## src/rtl/fifo_push_arbiter.sv

```systemverilog
// fifo_push_arbiter: two producers share one FIFO write port. A round-robin
// arbiter picks at most one push per cycle, and the block tracks FIFO
// occupancy so it never over-pushes or over-pops. A flush pulse drains the
// FIFO by issuing back-to-back pops. All strobes are registered.
module fifo_push_arbiter #(
  parameter int WIDTH = 32,
  parameter int DEPTH = 4,
  localparam int OCC_W = $clog2(DEPTH + 1)
) (
  input  logic             clk,
  input  logic             reset,
  input  logic             req0,
  input  logic [WIDTH-1:0] data0,
  input  logic             req1,
  input  logic [WIDTH-1:0] data1,
  input  logic             rd_req,
  input  logic             flush,
  output logic             gnt0,
  output logic             gnt1,
  output logic             fifo_push,
  output logic [WIDTH-1:0] fifo_wdata,
  output logic             fifo_pop,
  output logic [OCC_W-1:0] occupancy,
  output logic             full,
  output logic             empty,
  output logic             busy
);

  localparam logic [OCC_W-1:0] DEPTH_C = OCC_W'(DEPTH);

  typedef enum logic {
    ST_RUN   = 1'b0,
    ST_FLUSH = 1'b1
  } state_t;

  state_t           state_q, state_d;
  logic [OCC_W-1:0] occ_q, occ_d;
  logic             last_q, last_d;   // 0: producer 0 won last, 1: producer 1
  logic             gnt0_q, gnt0_d;
  logic             gnt1_q, gnt1_d;
  logic             push_q, push_d;
  logic [WIDTH-1:0] wdata_q, wdata_d;
  logic             pop_q, pop_d;

  logic             push_ok;
  logic             pop_ok;
  logic             win0;
  logic             win1;

  // Saturating occupancy update: never above DEPTH, never below zero.
  function automatic logic [OCC_W-1:0] occ_next_f(
    input logic [OCC_W-1:0] occ,
    input logic             push,
    input logic             pop
  );
    logic [OCC_W-1:0] res;
    res = occ;
    if (push && !pop) begin
      res = (occ >= DEPTH_C) ? DEPTH_C : occ + OCC_W'(1);
    end else if (pop && !push) begin
      res = (occ == '0) ? '0 : occ - OCC_W'(1);
    end
    return res;
  endfunction

  // Next-state: arbitration, pop issue, occupancy and FSM transitions.
  always_comb begin
    push_ok = (occ_q < DEPTH_C);
    pop_ok  = (occ_q != '0);
    win0    = 1'b0;
    win1    = 1'b0;
    state_d = state_q;
    pop_d   = 1'b0;

    case (state_q)
      ST_RUN: begin
        // Pops are still honoured on the edge that accepts a flush.
        pop_d = rd_req & pop_ok;
        if (flush) begin
          state_d = ST_FLUSH;
        end else if (push_ok) begin
          if (req0 && req1) begin
            // Tie: the producer that did not win last time goes first.
            win0 = last_q;
            win1 = ~last_q;
          end else begin
            win0 = req0;
            win1 = req1;
          end
        end
      end
      ST_FLUSH: begin
        pop_d = pop_ok;
      end
      default: begin
        state_d = ST_RUN;
      end
    endcase

    gnt0_d = win0;
    gnt1_d = win1;
    push_d = win0 | win1;

    if (win0) begin
      wdata_d = data0;
      last_d  = 1'b0;
    end else if (win1) begin
      wdata_d = data1;
      last_d  = 1'b1;
    end else begin
      wdata_d = wdata_q;
      last_d  = last_q;
    end

    occ_d = occ_next_f(occ_q, push_d, pop_d);

    // Leave FLUSH on the edge that empties the FIFO (or at once if empty).
    if ((state_q == ST_FLUSH) && (occ_d == '0)) begin
      state_d = ST_RUN;
    end
  end

  // State and registered outputs; reset overrides everything, even mid-flush.
  always_ff @(posedge clk) begin
    if (reset) begin
      state_q <= ST_RUN;
      occ_q   <= '0;
      last_q  <= 1'b1;
      gnt0_q  <= 1'b0;
      gnt1_q  <= 1'b0;
      push_q  <= 1'b0;
      wdata_q <= '0;
      pop_q   <= 1'b0;
    end else begin
      state_q <= state_d;
      occ_q   <= occ_d;
      last_q  <= last_d;
      gnt0_q  <= gnt0_d;
      gnt1_q  <= gnt1_d;
      push_q  <= push_d;
      wdata_q <= wdata_d;
      pop_q   <= pop_d;
    end
  end

  assign gnt0       = gnt0_q;
  assign gnt1       = gnt1_q;
  assign fifo_push  = push_q;
  assign fifo_wdata = wdata_q;
  assign fifo_pop   = pop_q;
  assign occupancy  = occ_q;
  assign full       = (occ_q == DEPTH_C);
  assign empty      = (occ_q == '0);
  assign busy       = (state_q == ST_FLUSH);

endmodule

```

## config.mk

```make
export PLATFORM = sky130hd
export DESIGN_NAME = fifo_push_arbiter
export DESIGN_NICKNAME = d
export VERILOG_FILES = /design/src/rtl/fifo_push_arbiter.sv
export SDC_FILE = /design/constraint.sdc
export NUM_CORES = 1
export LEC_CHECK = 0
export CAP_MARGIN = 20
export CORE_AREA = 4 4 94 52
export DETAILED_ROUTE_END_ITERATION = 8
export DIE_AREA = 0 0 98 56
export DONT_BUFFER_PORTS = 1
export PLACE_DENSITY = 0.64
export SETUP_SLACK_MARGIN = 0.4
export SYNTH_ARGS = -nofsm -noshare
export SYNTH_HDL_FRONTEND = slang
export SYNTH_SLANG_ARGS = --single-unit
```

## constraint.sdc

```tcl
create_clock -name clk -period 3.25 [get_ports clk]
set_clock_uncertainty 0.15 [all_clocks]
set_input_delay 0.8125 -clock clk [delete_from_list [all_inputs] [get_ports clk]]
set_output_delay 0.8125 -clock clk [all_outputs]
set_load 0.005 [all_outputs]
```

# Word-level counts from Yosys, hierarchy flattened
# Index checks and enable logic that the tools add are counted.
# classes
add_sub_neg,2
n_lt_le_gt_ge,2
eq_ne,1
mux,19
n_bitwise,4
n_reduce_logical,11
# ops
op,n
$mux W32,2
$mux W1,12
$mux W3,4
$logic_not A3 Y1,2
$logic_and A1 B1 Y1,4
$add A3 B1 Y3 const B,1
$eq A3 B3 Y1 const B,1
$ge A3 B3 Y1 const B,1
$lt A3 B3 Y1 const B,1
$reduce_bool A3 Y1,1
$sub A3 B1 Y3 const B,1
$logic_not A1 Y1,2
$not A1 Y1,2
$pmux W1 S2,1
$reduce_bool A2 Y1,1
$reduce_or A2 Y1,1
$and A1 B1 Y1,1
$or A1 B1 Y1,1
# word_totals
reg_bits,41
in_bits,70
elab_cells,47

# Longest topological paths before layout
# logic_depth
ltp_word,13
ltp_mapped,7
mapped_depth_nobuf,7

# Worst setup path after synthesis
# Ideal clock, no wire load.
# synth_path
path_type,input to register
start,input flush
end,register state_q (netlist: busy)
setup_ns,0.134
arrival_ns,1.747
required_ns,2.966
slack_ns,1.219
cell_stages,4
n_path_buf,0
cell_sequence,or3_4 a2111o_1 a21oi_1 nor4_1
# synth_via
elab_chain_cells,10
# synth_rtl
element,line,source
"start, declared",17,"input logic flush,"
$mux W1,79,if (flush) begin
$mux W1,75,case (state_q)
$or A1 B1 Y1,102,push_d = win0 | win1;
$logic_not A1 Y1,60,end else if (pop && !push) begin
$logic_and A1 B1 Y1,60,
$mux W3,60,
$mux W3,58,if (push && !pop) begin
$logic_not A3 Y1,118,if ((state_q == ST_FLUSH) && (occ_d == '0)) begin
$logic_and A1 B1 Y1,118,
$reduce_or A2 Y1 (no source line),-,
"end signal, assigned",135,state_q <= state_d;
"end, declared",36,"state_t state_q, state_d;"
# Several ways; a longest one is shown, not always the timed one.
# A chain may end at the register's enable or synchronous reset.

# Worst setup path after layout
# layout_path
start,register occ_q[0] (netlist: occupancy[0])
end,output empty
# layout_via
elab_chain_cells,1
# layout_rtl
element,line,source
"start, declared",37,"logic [OCC_W-1:0] occ_q, occ_d;"
"start signal, assigned",127,occ_q <= '0;
"start signal, assigned",136,occ_q <= occ_d;
$logic_not A3 Y1,153,assign empty = (occ_q == '0);
"end, declared",25,"output logic empty,"
# Every way passes these cells.

==> flow_summary.yaml <==
status:
  outcome: "finished, final reports clean"
synthesis:
  yosys.area.top_type: "dfxtp_1"
  synth_edf_count: 0
  ys_seq_area_frac: 0.4502
  yosysWarnings: 0
  syn_nets: 267
  synthDominantCellAreaShare: 0.4502
  synthFlopType: "dfxtp_1"
  synth-seq-cells: 41
  syn-cell-area_um2: 1823
  synth_cell_type_count: 41
  avgSynthCellArea_um2: 9.397
  syn_inst: 194
  synthArstFlopShare: 0
  ys_top_cells_by_area: "dfxtp_1, o2bb2ai_1, a22oi_1"
detailed_routing:
  firstDrtPassIters: 5
  antenna_left: 0
  viasPerCell: 6.221
  vias: 1518
  route.detailed.drc: 0
  drt-wirelength-per-cell_um: 19.43
  drtIter0Drc: 93
  wirelength_um: 4740
placement:
  gp_congestion: 0.8091
  dp_hpwl_um: 3554
  numPortBuffers: 0
clocking:
  ctsResizeCount: 0
  cts_buffers: 5
  cts_hold_buffers: 0
  cts_tree: "done"
  clock_latency_ns: 0.28
  cts_num_sinks: 41
  post_cts_buffers: 0
  clk_pin_slew_worst_paths_ns: 0.07
  htreeDepth: 2
  clockBufferDepth: 2
  root_buffer: "clkbuf_8"
critical_path:
  path_max_fanout: 7
  start_kind: "flop"
  rr_worst_depth: 7
  crit_type: "flop to output pin"
  worst_ep_arrival_time_ns: 1.43
  cp.required_ns: 2.29
  r2r_slack_ns: 1.17
  reg2reg_to: "occupancy[0]$_SDFF_PP0_"
  reg2reg_from: "occupancy[0]$_SDFF_PP0_"
  endpoint_kind: "output pin"
pwr:
  clkPwrFrac: 0.262
  p_sw_mw: 0.4919
  p_seq_frac: 0.466
  p_sw_frac: 0.3329
  comb_power_share: 0.272
  p_leak_nw: 0.6589
  ir_worst_vdd_uv: 229.6
  p_per_area_nw_per_um2: 769.0
  p_int_mw: 0.9859
grt:
  grt_max_degree: 42
  grtUsageTotal: 0.1645
  first_global_vias: 1522
  antenna_found_initial: 0
  grt_overflow: 0
  grt_pass1_wl_um: 7341
timing:
  fin_crit_sh: 0.7370
  post-route-min-period_ns: 2.395
  hold_viol: 0
  hold_slack_ns: 0.3386
  fmax_ghz: 0.4175
  worst_slew_pin_slew_ns: 0.7898
  drv_slew: 0
  grt_setup_unrepaired: "false"
  setup_viol: 0
  tns_ns: 0
  slew_headroom: 0.4734
finish:
  mostFrequentLayoutCells: "dfxtp_1, nand2_1, nor2_1"
  antenna_cells: 0
  final_common_cell: "dfxtp_1"
  area.growth.synth_to_final_pct: 5.422
  nNetsFinal: 260
  final_core_util: 0.4633
  final_layout_size_suffix_gt1_frac: 0.1176
floorplan:
  die_width_um: 98
  fp.coreArea_um2: 4148
  initial_core_util: 0.4395
  rows: 17
  ios: 112
  die_y_um: 56
  die_area_um2: 5488
run:
  drv_cap: 0
hold_path:
  whs_endpoint: "last_q$_SDFFE_PP1P_"
  hp-start: "last_q$_SDFFE_PP1P_"
  whs_path_depth: 1
  hp-class: "flop to flop"
==> synth_stat cells (2+ instances only) <==
master / instances
nand2_2: 3
ha_1: 3
nand4_1: 2
clkbuf_1: 8
o2bb2ai_1: 15
nor2_1: 24
nor3_1: 4
inv_1: 4
dfxtp_1: 41
a21oi_1: 2
and3_1: 2
o21ai_0: 2
nand2b_1: 2
buf_2: 4
nand2_1: 24
a311oi_1: 8
a311oi_2: 3
a22oi_1: 15
a222oi_1: 6
==> stage by stage <==
step	setup WS (ns)	cells	instance area (µm²)	power (mW)
after global routing	0.7615	244	1922	1.571
after detailed placement	0.8288	237	1818	1.099
after global placement	0.9231	237	1818	1.076
final	0.8548	244	1922	1.478
after floorplan	1.219	194	1823	1.018
after CTS	0.8400	244	1922	1.489
==> final cells by class <==
class | instances | area, µm²
flip-flops and latches | 41 | 820.8
inverters | 4 | 15.01
clock inverters | 2 | 35.03
multi-input cells | 134 | 903.4
clock buffers | 5 | 68.82
repair buffers | 1 | 7.507
well taps | 57 | 71.32
fillers | 402 | 2226
==> critical path, cell delays in order (launching register included) <==
cell and delay [ns]:
dfxtp_1 0.39, inv_1 0.11, ha_1 0.19, or2b_2 0.35, inv_1 0.11
==> cells by family after synthesis <==
kind of cell / after synthesis / share of synthesized area
AND/OR/NAND/NOR: 74 / 0.2045
buffers and inverters: 19 / 0.05422
AO/OA/AOI/OAI: 57 / 0.2704
adder cells (fa/ha/maj): 3 / 0.02059
flip-flops: 41 / 0.4502
==> sequential cells by signal, indices dropped and copies added, names as in the netlist <==
name and cells:
busy 1, occupancy 3, fifo_wdata 32, fifo_push 1
gnt1 1, gnt0 1, last_q 1, fifo_pop 1
==> how the worst max path moves through the flow <==
stage                            start                          end  cells past startpoint
5_1_grt        occupancy[0]$_SDFF_PP0_                        empty                      4
4_1_cts        occupancy[0]$_SDFF_PP0_                        empty                      4
2_1_floorplan                    flush              busy$_SDFF_PP0_                      4
3_5_place_dp                     flush  fifo_wdata[30]$_SDFFE_PP0P_                      4
3_3_place_gp                     flush  fifo_wdata[29]$_SDFFE_PP0P_                      4
6_report       occupancy[0]$_SDFF_PP0_                        empty                      4
==> power groups by stage <==
stage	sequential (mW)	clock, mW	combinational, mW
6_report	0.689	0.387	0.402
4_1_cts	0.689	0.399	0.400
3_3_place_gp	0.699	0	0.377
5_1_grt	0.702	0.420	0.449
3_5_place_dp	0.700	0	0.399
2_1_floorplan	0.673	0	0.345
==> routing by layer <==
layer	global-route usage	vias up	share of wire
met4	0.04931	0	0.010
met1	0.1909	722	0.42
met3	0.06383	6	0.093
met2	0.2814	80	0.47
li1	-	710	-
met5	0	-	0
No activity file was read; power rests on OpenSTA's default activity.
